## src/rtl/cache_refill_ctrl.sv

```systemverilog
// L1 cache line refill / write-back controller toward a burst memory port.
// Optional feature: define REFILL_CRITICAL_WORD_FIRST_EN for critical-word-first refills.
module cache_refill_ctrl #(
    parameter int DATA_WIDTH      = 32,
    parameter int DATA_ADDR_WIDTH = 32,
    parameter int READ_BURST_LEN  = 8,
    parameter int WRITE_BURST_LEN = 8
) (
    input  logic                                      sys_clk,
    input  logic                                      sys_rst_n,
    input  logic                                      req_valid,
    output logic                                      req_ready,
    input  logic                                      req_write,
    input  logic [DATA_ADDR_WIDTH-1:0]                req_addr,
    output logic                                      fill_valid,
    output logic [$clog2(READ_BURST_LEN)-1:0]         fill_idx,
    output logic [DATA_WIDTH-1:0]                     fill_data,
    output logic                                      fill_last,
    output logic [$clog2(WRITE_BURST_LEN)-1:0]        wb_rd_idx,
    input  logic [DATA_WIDTH-1:0]                     wb_rd_data,
    output logic                                      done,
    output logic                                      mem_req_valid,
    input  logic                                      mem_req_ready,
    output logic                                      mem_req_write,
    output logic [DATA_ADDR_WIDTH-1:0]                mem_req_addr,
    input  logic                                      mem_rvalid,
    input  logic [DATA_WIDTH-1:0]                     mem_rdata,
    output logic                                      mem_wvalid,
    input  logic                                      mem_wready,
    output logic [DATA_WIDTH-1:0]                     mem_wdata,
    output logic                                      mem_wlast
);

    localparam int RIDX_W      = $clog2(READ_BURST_LEN);
    localparam int WIDX_W      = $clog2(WRITE_BURST_LEN);
    localparam int AW          = DATA_ADDR_WIDTH;
    localparam int WORD_OFF    = $clog2(DATA_WIDTH / 8);
    localparam int RD_LINE_OFF = $clog2(READ_BURST_LEN * DATA_WIDTH / 8);
    localparam int WR_LINE_OFF = $clog2(WRITE_BURST_LEN * DATA_WIDTH / 8);

    localparam logic [AW-1:0] WORD_MASK = ~((AW'(1) << WORD_OFF) - AW'(1));
    localparam logic [AW-1:0] RD_MASK   = ~((AW'(1) << RD_LINE_OFF) - AW'(1));
    localparam logic [AW-1:0] WR_MASK   = ~((AW'(1) << WR_LINE_OFF) - AW'(1));

    localparam logic [RIDX_W-1:0] RD_LAST = RIDX_W'(READ_BURST_LEN - 1);
    localparam logic [WIDX_W-1:0] WR_LAST = WIDX_W'(WRITE_BURST_LEN - 1);

    typedef enum logic [2:0] {
        IDLE,
        RD_ADDR,
        RD_DATA,
        WR_ADDR,
        WR_DATA,
        DONE
    } state_t;

    state_t              r_state;
    state_t              w_next;
    logic                r_write;
    logic [AW-1:0]       r_addr;
    logic [RIDX_W-1:0]   r_rd_cnt;
    logic [WIDX_W-1:0]   r_wr_cnt;

    logic                w_accept;
    logic                w_rd_adv;
    logic                w_wr_adv;
    logic [AW-1:0]       w_rd_addr;
    logic [AW-1:0]       w_wr_addr;
    logic [RIDX_W-1:0]   w_rd_start;

`ifdef REFILL_CRITICAL_WORD_FIRST_EN
    assign w_rd_addr  = r_addr & WORD_MASK;
    assign w_rd_start = r_addr[WORD_OFF +: RIDX_W];
`else
    assign w_rd_addr  = r_addr & RD_MASK;
    assign w_rd_start = '0;
`endif
    assign w_wr_addr = r_addr & WR_MASK;
    assign w_accept  = (r_state == IDLE) && req_valid;

    // State register
    always_ff @(posedge sys_clk or negedge sys_rst_n) begin
        if (!sys_rst_n) begin
            r_state <= IDLE;
        end else begin
            r_state <= w_next;
        end
    end

    // Captured request fields and beat counters
    always_ff @(posedge sys_clk or negedge sys_rst_n) begin
        if (!sys_rst_n) begin
            r_write  <= 1'b0;
            r_addr   <= '0;
            r_rd_cnt <= '0;
            r_wr_cnt <= '0;
        end else begin
            if (w_accept) begin
                r_write  <= req_write;
                r_addr   <= req_addr;
                r_rd_cnt <= '0;
                r_wr_cnt <= '0;
            end
            if (w_rd_adv) begin
                r_rd_cnt <= r_rd_cnt + RIDX_W'(1);
            end
            if (w_wr_adv) begin
                r_wr_cnt <= r_wr_cnt + WIDX_W'(1);
            end
        end
    end

    // Next-state and output decode
    always_comb begin
        w_next        = r_state;
        w_rd_adv      = 1'b0;
        w_wr_adv      = 1'b0;
        req_ready     = 1'b0;
        mem_req_valid = 1'b0;
        mem_req_write = 1'b0;
        mem_req_addr  = '0;
        fill_valid    = 1'b0;
        fill_idx      = '0;
        fill_data     = '0;
        fill_last     = 1'b0;
        wb_rd_idx     = '0;
        mem_wvalid    = 1'b0;
        mem_wdata     = '0;
        mem_wlast     = 1'b0;
        done          = 1'b0;
        unique case (r_state)
            IDLE: begin
                req_ready = 1'b1;
                if (req_valid) begin
                    w_next = req_write ? WR_ADDR : RD_ADDR;
                end
            end
            RD_ADDR: begin
                mem_req_valid = 1'b1;
                mem_req_write = r_write;
                mem_req_addr  = w_rd_addr;
                if (mem_req_ready) begin
                    w_next = RD_DATA;
                end
            end
            RD_DATA: begin
                if (mem_rvalid) begin
                    fill_valid = 1'b1;
                    fill_idx   = w_rd_start + r_rd_cnt;
                    fill_data  = mem_rdata;
                    fill_last  = (r_rd_cnt == RD_LAST);
                    w_rd_adv   = 1'b1;
                    if (r_rd_cnt == RD_LAST) begin
                        w_next = DONE;
                    end
                end
            end
            WR_ADDR: begin
                mem_req_valid = 1'b1;
                mem_req_write = r_write;
                mem_req_addr  = w_wr_addr;
                if (mem_req_ready) begin
                    w_next = WR_DATA;
                end
            end
            WR_DATA: begin
                mem_wvalid = 1'b1;
                wb_rd_idx  = r_wr_cnt;
                mem_wdata  = wb_rd_data;
                mem_wlast  = (r_wr_cnt == WR_LAST);
                if (mem_wready) begin
                    w_wr_adv = 1'b1;
                    if (r_wr_cnt == WR_LAST) begin
                        w_next = DONE;
                    end
                end
            end
            DONE: begin
                done   = 1'b1;
                w_next = IDLE;
            end
            default: begin
                w_next = IDLE;
            end
        endcase
    end

endmodule

```

## config.mk

```make
export PLATFORM = sky130hd
export DESIGN_NAME = cache_refill_ctrl
export DESIGN_NICKNAME = d
export VERILOG_FILES = /design/src/rtl/cache_refill_ctrl.sv
export SDC_FILE = /design/constraint.sdc
export NUM_CORES = 1
export LEC_CHECK = 0
export BUFFER_PORTS_ARGS = -buffer_cell sky130_fd_sc_hd__buf_2
export CAP_MARGIN = 20
export CORE_AREA = 3 3 82 84
export CTS_BUF_LIST = sky130_fd_sc_hd__clkbuf_4 sky130_fd_sc_hd__clkbuf_8
export CTS_CLUSTER_DIAMETER = 150
export DETAILED_ROUTE_END_ITERATION = 6
export DIE_AREA = 0 0 85 87
export GPL_TIMING_DRIVEN = 0
export PLACE_DENSITY = 0.81
export SETUP_SLACK_MARGIN = 0.3
export SLEW_MARGIN = 25
export SYNTH_ARGS = -nofsm -noshare
export SYNTH_HDL_FRONTEND = slang
export SYNTH_SLANG_ARGS = --single-unit
```

## constraint.sdc

```tcl
create_clock -name sys_clk -period 4.57 [get_ports sys_clk]
set_clock_uncertainty 0.2 [all_clocks]
set_input_delay 0.914 -clock sys_clk [delete_from_list [all_inputs] [get_ports sys_clk]]
set_output_delay 0.914 -clock sys_clk [all_outputs]
set_load 0.02 [all_outputs]
```

Word level (Yosys, flattened, before mapping)
Index checks and enable logic that the tools add are counted.

Register bits: 42. Input bits: 103. Output and inout bits: 110. Word-level logic and storage cells: 58.

$add $sub $neg: 2. Eq/ne operators: 14. Muxes and demuxes: 31. Reduce and logical (&&, ||, !) cells: 6.

Operator list (count): $mux W32 (4); $mux W3 (13); $pmux W3 S5 (1); $ne A2 B2 Y1 const B (7); $eq A3 B3 Y1 const B (4); $mux W1 (12); $reduce_and A7 Y1 (1); $add A3 B1 Y3 const B (2); $eq A3 B2 Y1 const B (2); $reduce_bool A2 Y1 (2); $eq A3 B1 Y1 const B (1); $logic_not A3 Y1 (1); $mux W2 (1); $reduce_or A2 Y1 (1); $logic_and A1 B1 Y1 (1).

Longest topological paths before layout
Depth in word-level cells: 4. Gate-level depth with buffers: 5.

Worst setup path after synthesis
Ideal clock, no wire load.

Path kind: input-to-output. From: input mem_rvalid. To: output fill_data[10]. Arrival: 1.652 ns. Slack: 1.804 ns. Stages on the path: 3. Path buffers: 1. Cells stage by stage: and4bb_2 buf_2 and2_1.

Word-level cells in the longest chain between the ends: 2.

Ends and longest elaborated chain: start, declared (line 26) `input logic mem_rvalid,`; $mux W32 (line 147) `if (mem_rvalid) begin`; $mux W32 (line 131) `unique case (r_state)`; end, declared (line 17) `output logic [DATA_WIDTH-1:0] fill_data,`.

Every way passes these cells.

Worst setup path after layout
From: input mem_rvalid. To: output fill_data[15].

Same word-level chain as after synthesis.

==> results.cfg <==
[worst_setup_path]
critPathCaptureType = output pin
critPathKind = in -> out
required_ns = 3.46
crit_path_start_kind = primary input
crit_arrival_ns = 1.92
crit_fanout = 10

[placed_design]
dpl.cell_count = 503
port_buffers = 202
dpl.hpwl_um = 6100
gp_congestion = 0.824

[final_layout]
syn2layout_area_growth_pct = 52.0
final_layout_size_suffix_gt1_frac = 0.592
final_nets = 542
final_cells = 509
insertedDiodeCount = 0

[global_route]
grtUsageMet3 = 0.0605
antenna_found_initial = 1
grt_usage = 0.189
grt_use_met1 = 0.191
grt_pass1_wl_um = 11100
use_met2 = 0.372
busiest_layer = met2
grt_max_degree = 38
overflow = 0
grt_pass1_vias = 2380

[route]
vias = 2340
ant_nets = 0
routed_via_density = 4.60
routedWlPerCell_um = 14.1
wl_um = 7160
drt-initial-drc-count = 53
firstDrtPassIters = 4
drc_errors = 0

[synth]
synth.area.mux_share = 0.142
avgSynthCellArea_um2 = 10.3
synth.top_cell.area_share = 0.403
yosysMostFrequentCell = and2_1
syn_area_um2 = 2300
yosys.area.top_type = dfrtp_1
ys_ff_latch = 37
synth-edff-count = 0
ys_top_cells_by_area = dfrtp_1, and2_1, mux2_2
synth_xor_area_frac = 0.00763
yosys-top-cells-count = and2_1, dfrtp_1, mux2_2
synthCells = 222
synth_top_family_by_area = simple AND/OR/NAND/NOR gates
ys_warn_count = 0
synthSimpleGateAreaFrac = 0.319
synth_compound_area_frac = 0.0447
ys.flop_type = dfrtp_1
synthAdderAreaFrac = 0.0218
ys_async_sr_fraction = 1.00
yosysSeqAreaShare = 0.403
synth_cell_type_count = 31

[hold_path]
worst_hold_path_type = reg -> reg

[clocking]
cts_setup_buffers = 0
cts_buffers = 5
post_cts_resized = 0
clk_pin_slew_ns = 0.07
cts_sinks = 37
cts_tree = built
insertion_delay_ns = 0.28
root_buffer = clkbuf_8
clockBufferDepth = 2
hold_buffers = 0
htreeDepth = 2

[sta]
slew_violations = 0
fmax_ghz = 0.329
worstMarginPinSlew_ns = 0.799
fin_tns_setup_ns = 0
slew_headroom = 0.468
finalSetupViolations = 0
rsz0062_at_grt = no
finalCritPeriodShare = 0.665
fin_crit_ns = 3.04
timing.final.hold_violations = 0

[floorplanning]
die_h_um = 87
rows = 28
start_util = 0.383
core_um2 = 5990
num_io_pins = 213
dieArea_um2 = 7400
die_w_um = 85

[run]
maxCapViolCount = 0

[status]
status = complete, no violations

[power]
leakage_uw = 0.00208
power.density_cell_area_nw_per_um2 = 529
vdd.ir_drop.worst_mv = 0.439
==> flip-flops by register name (all words and copies together), names as in the netlist <==
name	cells
r_addr	27
r_rd_cnt	3
r_wr_cnt	3
r_write	1
r_state	3
==> cell usage in the layout, fill, tap and decap left out, drive strengths merged, types with 2 or more instances in the layout <==
cell type	count
a21o	2
a22o	3
a32o	2
and2	100
and3	2
buf	217
clkbuf	12
conb	5
dfrtp	37
ha	4
inv	2
mux2	29
nor2	3
==> cell type report <==
class	instances	area [um^2]
inverter	2	7.51
fill	557	2500
tap	75	93.8
timing repair buffer	202	1010
buffer	22	130
clock buffer	5	68.8
clock inverter	1	5.00
sequential	37	926
multi-input combinational	165	1250
==> kinds of logic (layout without fill, tap and decap cells) <==
| logic type | count (synthesis) | count (layout) |
|---|---|---|
| simple gates | 113 | 113 |
| flops | 37 | 37 |
| mux | 29 | 29 |
| buf+inv | 24 | 232 |
| compound gates | 12 | 12 |
| fa+ha+maj | 4 | 4 |
| xor+xnor | 2 | 2 |
| other cells | 1 | 5 |
==> metal layers <==
| metal | share of wire | vias to the layer above |
|---|---|---|
| li1 | - | 1139 |
| met1 | 0.34 | 1076 |
| met2 | 0.54 | 114 |
| met3 | 0.11 | 9 |
| met4 | 0.010 | 2 |
| met5 | 0.0018 | - |
==> metrics by stage <==
stage               utilization  area [um^2]  setup slack (ns)  total power [uW]  hold WS [ns]
CTS                       0.582         3490              1.52              1870         0.304
detailed placement        0.570         3420              1.52              1660         0.288
global placement          0.570         3420              1.55              1620         0.281
finish                    0.582         3490              1.53              1850         0.297
floorplan                     -         2310              1.80              1310         0.272
global route              0.582         3490              1.40              1990         0.311
==> power breakdown <==
group | total [uW] | internal [uW] | switching [uW]
sequential | 557 | 483 | 73.6
clock | 202 | 100 | 102
combinational | 1090 | 480 | 608
total | 1850 | 1060 | 783
==> worst paths after layout <==
path                                 end  slack (ns)  cells past startpoint         from
min in group asynchronous     r_addr[27]        0.51                      1    sys_rst_n
max in group asynchronous    r_rd_cnt[2]        3.14                      1    sys_rst_n
hold / removal                r_addr[18]        0.30                      1   r_addr[18]
setup / recovery           fill_data[15]        1.53                      5   mem_rvalid
hold reg to reg               r_addr[18]        0.30                      1   r_addr[18]
setup reg to reg              r_state[0]        2.67                      5  r_rd_cnt[0]
==> critical path, stage by stage <==
cell and delay, ns:
buf_2 0.08, and4bb_2 0.32, clkbuf_1 0.27, and2_1 0.18, buf_2 0.16
Note: power is estimated with default switching activity, not from simulation.
